<file path="src/rtl/tlk2711_axi_rd_resp.sv">
// tlk2711_axi_rd_resp: AXI4 read responder serving a 16-bit-lane counting pattern with burst checks and stats
module tlk2711_axi_rd_resp #(
  parameter int ADDR_WIDTH = 32,
  parameter int DATA_WIDTH = 128,
  parameter int ID_WIDTH   = 4,
  parameter int AR_LATENCY = 2,
  parameter int GAP        = 0
)(
  input  logic                  clk,
  input  logic                  rst_n,
  input  logic                  s_arvalid,
  output logic                  s_arready,
  input  logic [ID_WIDTH-1:0]   s_arid,
  input  logic [ADDR_WIDTH-1:0] s_araddr,
  input  logic [7:0]            s_arlen,
  input  logic [2:0]            s_arsize,
  input  logic [1:0]            s_arburst,
  output logic                  s_rvalid,
  input  logic                  s_rready,
  output logic [DATA_WIDTH-1:0] s_rdata,
  output logic [ID_WIDTH-1:0]   s_rid,
  output logic [1:0]            s_rresp,
  output logic                  s_rlast,
  input  logic                  i_clr,
  output logic [31:0]           o_beat_cnt,
  output logic [15:0]           o_burst_cnt,
  output logic                  o_prot_err
);
  localparam int LANES = DATA_WIDTH / 16;
  localparam int BYTES = DATA_WIDTH / 8;
  localparam int SIZE  = $clog2(BYTES);
  typedef enum logic [1:0] {S_IDLE, S_LAT, S_BEAT, S_GAP} state_t;
  state_t state, state_nx;
  logic [31:0] cnt;
  logic [7:0] len, idx;
  logic [15:0] seed;
  logic [DATA_WIDTH-1:0] pat;
  logic ar_hs, r_hs, ar_err, araddr_unused;
  logic [31:0] span;
  assign araddr_unused = ^s_araddr[ADDR_WIDTH-1:12];
  assign s_arready = state == S_IDLE;
  assign s_rvalid  = state == S_BEAT;
  assign s_rlast   = s_rvalid && idx == len;
  assign s_rdata   = s_rvalid ? pat : '0;
  assign ar_hs     = s_arvalid && s_arready;
  assign r_hs      = s_rvalid && s_rready;
  // 4 KB check done 32 bits wide so a full 256-beat burst cannot wrap the sum
  assign span   = 32'(s_araddr[11:0]) + (32'(s_arlen) + 32'd1) * 32'(BYTES);
  assign ar_err = s_arburst != 2'b01 || s_arsize != 3'(SIZE) || span > 32'd4096;
  for (genvar k = 0; k < LANES; k++) begin : g_lane
    assign pat[16*k +: 16] = seed + 16'(k);
  end
  always_comb begin
    state_nx = state;
    case (state)
      S_IDLE:  if (ar_hs) state_nx = AR_LATENCY == 1 ? S_BEAT : S_LAT;
      S_LAT:   if (cnt == 32'(AR_LATENCY - 2)) state_nx = S_BEAT;
      S_BEAT:  if (r_hs) state_nx = idx == len ? S_IDLE : (GAP > 0 ? S_GAP : S_BEAT);
      default: if (cnt == 32'(GAP - 1)) state_nx = S_BEAT;
    endcase
  end
  always_ff @(posedge clk or negedge rst_n) begin
    if (!rst_n) begin
      state       <= S_IDLE;
      cnt         <= '0;
      len         <= '0;
      idx         <= '0;
      seed        <= '0;
      s_rid       <= '0;
      s_rresp     <= '0;
      o_beat_cnt  <= '0;
      o_burst_cnt <= '0;
      o_prot_err  <= 1'b0;
    end else begin
      state <= state_nx;
      cnt   <= state_nx != state ? '0 : cnt + 32'd1;
      if (ar_hs) begin
        s_rid   <= s_arid;
        len     <= s_arlen;
        idx     <= '0;
        s_rresp <= ar_err ? 2'b10 : 2'b00;
      end
      if (r_hs) begin
        idx  <= idx + 8'd1;
        seed <= seed + 16'(LANES);
      end
      o_beat_cnt  <= i_clr ? '0 : o_beat_cnt + 32'(r_hs);
      o_burst_cnt <= i_clr ? '0 : o_burst_cnt + 16'(r_hs && s_rlast);
      o_prot_err  <= !i_clr && (o_prot_err || (ar_hs && ar_err));
    end
  end
endmodule

</file>
<file path="config.mk">
export PLATFORM = sky130hd
export DESIGN_NAME = tlk2711_axi_rd_resp
export DESIGN_NICKNAME = d
export VERILOG_FILES = /design/src/rtl/tlk2711_axi_rd_resp.sv
export SDC_FILE = /design/constraint.sdc
export NUM_CORES = 1
export LEC_CHECK = 0
export CAP_MARGIN = 20
export CORE_AREA = 2 2 127 129
export DETAILED_ROUTE_END_ITERATION = 10
export DIE_AREA = 0 0 129 131
export PLACE_DENSITY = 0.8
export SYNTH_ARGS = -nofsm -noshare
export SYNTH_HDL_FRONTEND = slang
export SYNTH_SLANG_ARGS = --single-unit
</file>
<file path="constraint.sdc">
create_clock -name clk -period 3.51 [get_ports clk]
set_input_delay 0.351 -clock clk [delete_from_list [all_inputs] [get_ports clk]]
set_output_delay 0.351 -clock clk [all_outputs]
set_load 0.02 [all_outputs]
</file>
# Word level (Yosys, flattened, before mapping)

Cells that the tools add are included.

Add/sub/neg operators: 14
Magnitude comparators: 1
Equality and inequality tests: 7
Multiplexer cells: 13
Reductions and logical operators: 13

Operators with widths:

| operator              | count |
|---|---|
| $mux 128              | 1 |
| $add 16x3->16 const B | 4 |
| $mux 32               | 2 |
| $add 16x2->16 const B | 2 |
| $add 32x1->32         | 1 |
| $add 32x1->32 const B | 1 |
| $eq 32x32->1 const B  | 1 |
| $logic_not 32->1      | 1 |
| $add 16x1->16         | 1 |
| $add 16x1->16 const B | 1 |
| $add 16x4->16 const B | 1 |
| $mux 16               | 1 |
| $mux 8                | 2 |
| $add 12x13->14        | 1 |
| $gt 14x13->1 const B  | 1 |
| $mux 2                | 6 |
| $add 8x1->9 const B   | 1 |
| $add 8x1->8 const B   | 1 |
| $eq 8x8->1            | 1 |
| $logic_and 1x1->1     | 6 |
| $pmux 2 s3            | 1 |
| $logic_or 1x1->1      | 3 |
| $ne 3x3->1 const B    | 1 |
| $eq 2x1->1 const B    | 1 |
| 6 further kinds       | 6 |

Bits in registers: 121
Output and inout bits: 186
Word-level logic and storage cells: 58

# Logic depth before layout (Yosys ltp)

Word-level depth: 7
Gate-level depth with buffers: 11
Gate-level depth less buffers: 11

# Worst setup path before layout

Ideal clock, no wire load.

Kind: register to register
Start: register state[0]
End: register o_beat_cnt[26]
Library setup time: 0.078 ns
Arrival: 2.454 ns
Data required time: 3.432 ns
Setup slack: 0.978 ns
Stages on the path, launching flop included: 12
Path buffers: 1
Clock period less this slack: 2.532 ns
Path through: dfrtp_1 -> and2b_1 -> nand2_2 -> inv_1 -> buf_4 -> ha_1 -> ha_1 -> inv_1 -> nor4_4 -> nand3_2 -> or3_1 -> a21oi_1

Cells in the longest elaborated chain, start to end: 4

RTL lines:

| element                | line | source |
|---|---|---|
| start, declared        | 33   | `state_t state, state_nx;` |
| start signal, assigned | 75   | `state <= state_nx;` |
| $eq 2x2->1             | 42   | `assign s_rvalid = state == S_BEAT;` |
| $logic_and 1x1->1      | 46   | `assign r_hs = s_rvalid && s_rready;` |
| net r_hs               | 38   | `logic ar_hs, r_hs, ar_err, araddr_unused;` |
| $add 32x1->32          | 87   | `o_beat_cnt <= i_clr ? '0 : o_beat_cnt + 32'(r_hs);` |
| $mux 32                | 87   |  |
| end signal, assigned   | 87   |  |
| end, declared          | 25   | `output logic [31:0] o_beat_cnt,` |

The timed path passes the listed nets, and every way through them passes these cells.
A chain may end at the register's enable or synchronous reset.

# Worst setup path after layout

Start: register state[0]
End: register o_beat_cnt[28]

Cells in the longest elaborated chain, start to end: 4

RTL lines:

| element           | line |
|---|---|
| $eq 2x2->1        | 42 |
| $logic_and 1x1->1 | 46 |
| $add 32x1->32     | 87 |
| $mux 32           | 87 |

No other way between the ends.

==> metrics <==
run status finished clean; wire length per cell 14.1 um; R2R cell count 10; DRC viols 0; fillcell total 1358; post-route setup slack 0.606 ns; Max Root-Sink Buffers 2; Worst EP required 3.85 ns; Worst EP arrival 3.24 ns; Vias/cell 5.01; Pins Over Slew Limit 0; TritonCTS buffer count 17; routability cong. 0.859; reg-to-reg slack, setup 0.61 ns; gr ovfl total 0; area of the core 15600 um2; Area Growth Syn to Fin 29.6%; min cycle time layout 2.90 ns; Mean Syn Cell Area 9.14 um2; Worst Hold Slack 0.0529 ns; post-synthesis cell type count 49; ys flop type dfrtp_1; dpl cell area 8500 um2; setup TNS 0 ns; fraction of registers with async set/reset 100%; initial antenna violation count 0; Tot GR Track Use 18.4%; initial core utilization 44.8%; P_leak 3.87 nW; RR Endpoint o_beat_cnt[28]$_DFF_PN0_; Synth area leaders dfrtp_1 42%, buf_4 13%, xnor2_1 5.8%; drt first pass iters 4; die width 129 um; Site Rows 46; diode count 0; Finished Cell Area 9070 um2; Slew @ Worst Pin 1.01 ns; # port buffers 206; YS warnings 0; FF+latch count, synth 117; Worst-path clk slew 0.06 ns; most common cell in the netlist buf_4; Slew HR 32.6%; Max IR drop VDD 364 uV; final wirelength 15600 um; CP Class register to register; clock skew 0.0108 ns; Die Area 16900 um2; Post-synth EDFFs 0; CTS Hold Bufs 0; RSZ-0062 raised after global routing no; vias 5554; share of cells above drive strength 1 5.94%; global-route wire length before repair 24500 um; CP startpoint kind register; top-level I/O count 240; worst skew pair latency 0.42 ns; Final HPWL DP 11300 um; fmax 344 MHz; CTS resizes 0; pin count of the biggest net entering global routing 69; endpoints failing hold 0; clk root buf clkbuf_16; DRT iter0 DRCs 272; Placement Setup Slack 0.345 ns; H-tree depth 4; CTS tree built; R2R Path Start state[0]$_DFF_PN0_; Sink Count 117; Pwr Density 506 nW/um2; vias in the first global route 5040; cells after synthesis 765; top post-synthesis cells by count 119 x buf_4, 117 x dfrtp_1, 99 x nor2_1; Critical Path Sink Type register; leading area contributor after synthesis dfrtp_1; Yosys top cell area share 41.9%; Setup violations, final 0; Die H 131 um; Max Cap Viol 0; final net count 953; sequential area share after synthesis 41.9%; Routed Antenna Nets 0; crit-path max FO 8; Cell Area, Synth 6990 um2; crit share post-route 82.7%; setup bufs post-CTS 0; worst hold path type input pin to asynchronous set/reset pin
## worst max-delay path by stage
| stage | start | endpoint | depth (start not counted) |
|---|---|---|---|
| floorplan | state[0]$_DFF_PN0_ | o_beat_cnt[26]$_DFF_PN0_ | 11 |
| global placement | s_arlen[1] | s_rresp[1]$_DFFE_PN0P_ | 11 |
| detailed placement | s_arlen[1] | s_rresp[1]$_DFFE_PN0P_ | 11 |
| CTS | state[0]$_DFF_PN0_ | s_rdata[91] | 4 |
| global route | state[0]$_DFF_PN0_ | o_burst_cnt[12]$_DFF_PN0_ | 10 |
| finish | state[0]$_DFF_PN0_ | o_beat_cnt[28]$_DFF_PN0_ | 10 |
## power by group
group / internal [mW] / switching, mW / leakage, nW / total, mW
sequential: 1.53 / 0.193 / 1.58 / 1.72
clock: 1.04 / 0.594 / 0.274 / 1.63
combinational: 0.566 / 0.670 / 2.01 / 1.24
total: 3.13 / 1.46 / 3.87 / 4.59
## stage by stage
| stage | total power [mW] | cells | utilization (%) |
|---|---|---|---|
| 3_3_place_gp | 2.95 | 1077 | 54.5 |
| 2_1_floorplan | 2.59 | 777 | - |
| 4_1_cts | 4.64 | 1108 | 58.1 |
| 3_5_place_dp | 2.99 | 1077 | 54.5 |
| 5_1_grt | 4.84 | 1108 | 58.1 |
| 6_report | 4.59 | 1108 | 58.1 |
## metal layers
| metal | vias to the layer above | track usage (%) | wire, um |
|---|---|---|---|
| li1 | 2673 | - | - |
| met3 | 27 | 3.75 | 839 |
| met2 | 198 | 31.7 | 7880 |
| met1 | 2656 | 22.5 | 6480 |
| met5 | - | 0 | 0 |
| met4 | 0 | 8.12 | 398 |
## layout make-up
class	instances	area [um2]	share of cell area [%]
multi-input cells	511	3100	34.2
inverters	19	71.3	0.787
repair buffers	214	2130	23.5
flip-flops and latches	117	2930	32.3
clock inverters	9	77.6	0.856
clock buffers	22	484	5.34
well taps	216	270	2.98
## logic make-up after synthesis
group,synth area share (%)
and+or+nand+nor,23.6
buffers and inverters,14.4
DFF,41.9
xor gates and xnor gates,11.5
AOI/OAI and AO/OA,4.76
adders and majority gates,3.51
muxes,0.286
other,0.0536
## critical path: stages, from the launching register on
cell     delay (ns)
dfrtp_1        0.46
and2b_1        0.26
nand2_2        0.14
inv_1          0.13
ha_1           0.21
ha_1           0.22
inv_1          0.09
nor4_4         0.53
nand3_2        0.24
or3_1          0.36
a21oi_1        0.17
## registers in the layout, indices dropped and copies added (netlist names)
| signal | cells |
|---|---|
| seed | 13 |
| idx | 8 |
| s_rid | 4 |
| o_burst_cnt | 16 |
| o_beat_cnt | 32 |
| o_prot_err | 1 |
| len | 8 |
| s_rresp | 1 |
| state | 2 |
| cnt | 32 |
## cell usage in the layout (no fill, tap or decap), types with 3 or more instances in the layout
cell type	n
nand3_2	3
clkinvlp_4	3
clkbuf_16	17
and4_1	5
clkdlybuf4s50_1	205
inv_1	19
buf_4	8
nor2_1	99
a21oi_1	15
nand2_1	76
dfrtp_1	117
clkbuf_8	4
and2_1	15
nand4_1	26
a21o_1	3
clkinv_2	5
nor2b_1	5
ha_1	18
and3_1	14
nor4_1	8
nor3_1	7
conb_1	13
xnor2_1	46
or3_1	12
or2_2	4
xor2_1	46
nand3_1	40
o21ai_0	24
nand2b_1	3
Note: power is estimated with default switching activity, not from simulation.
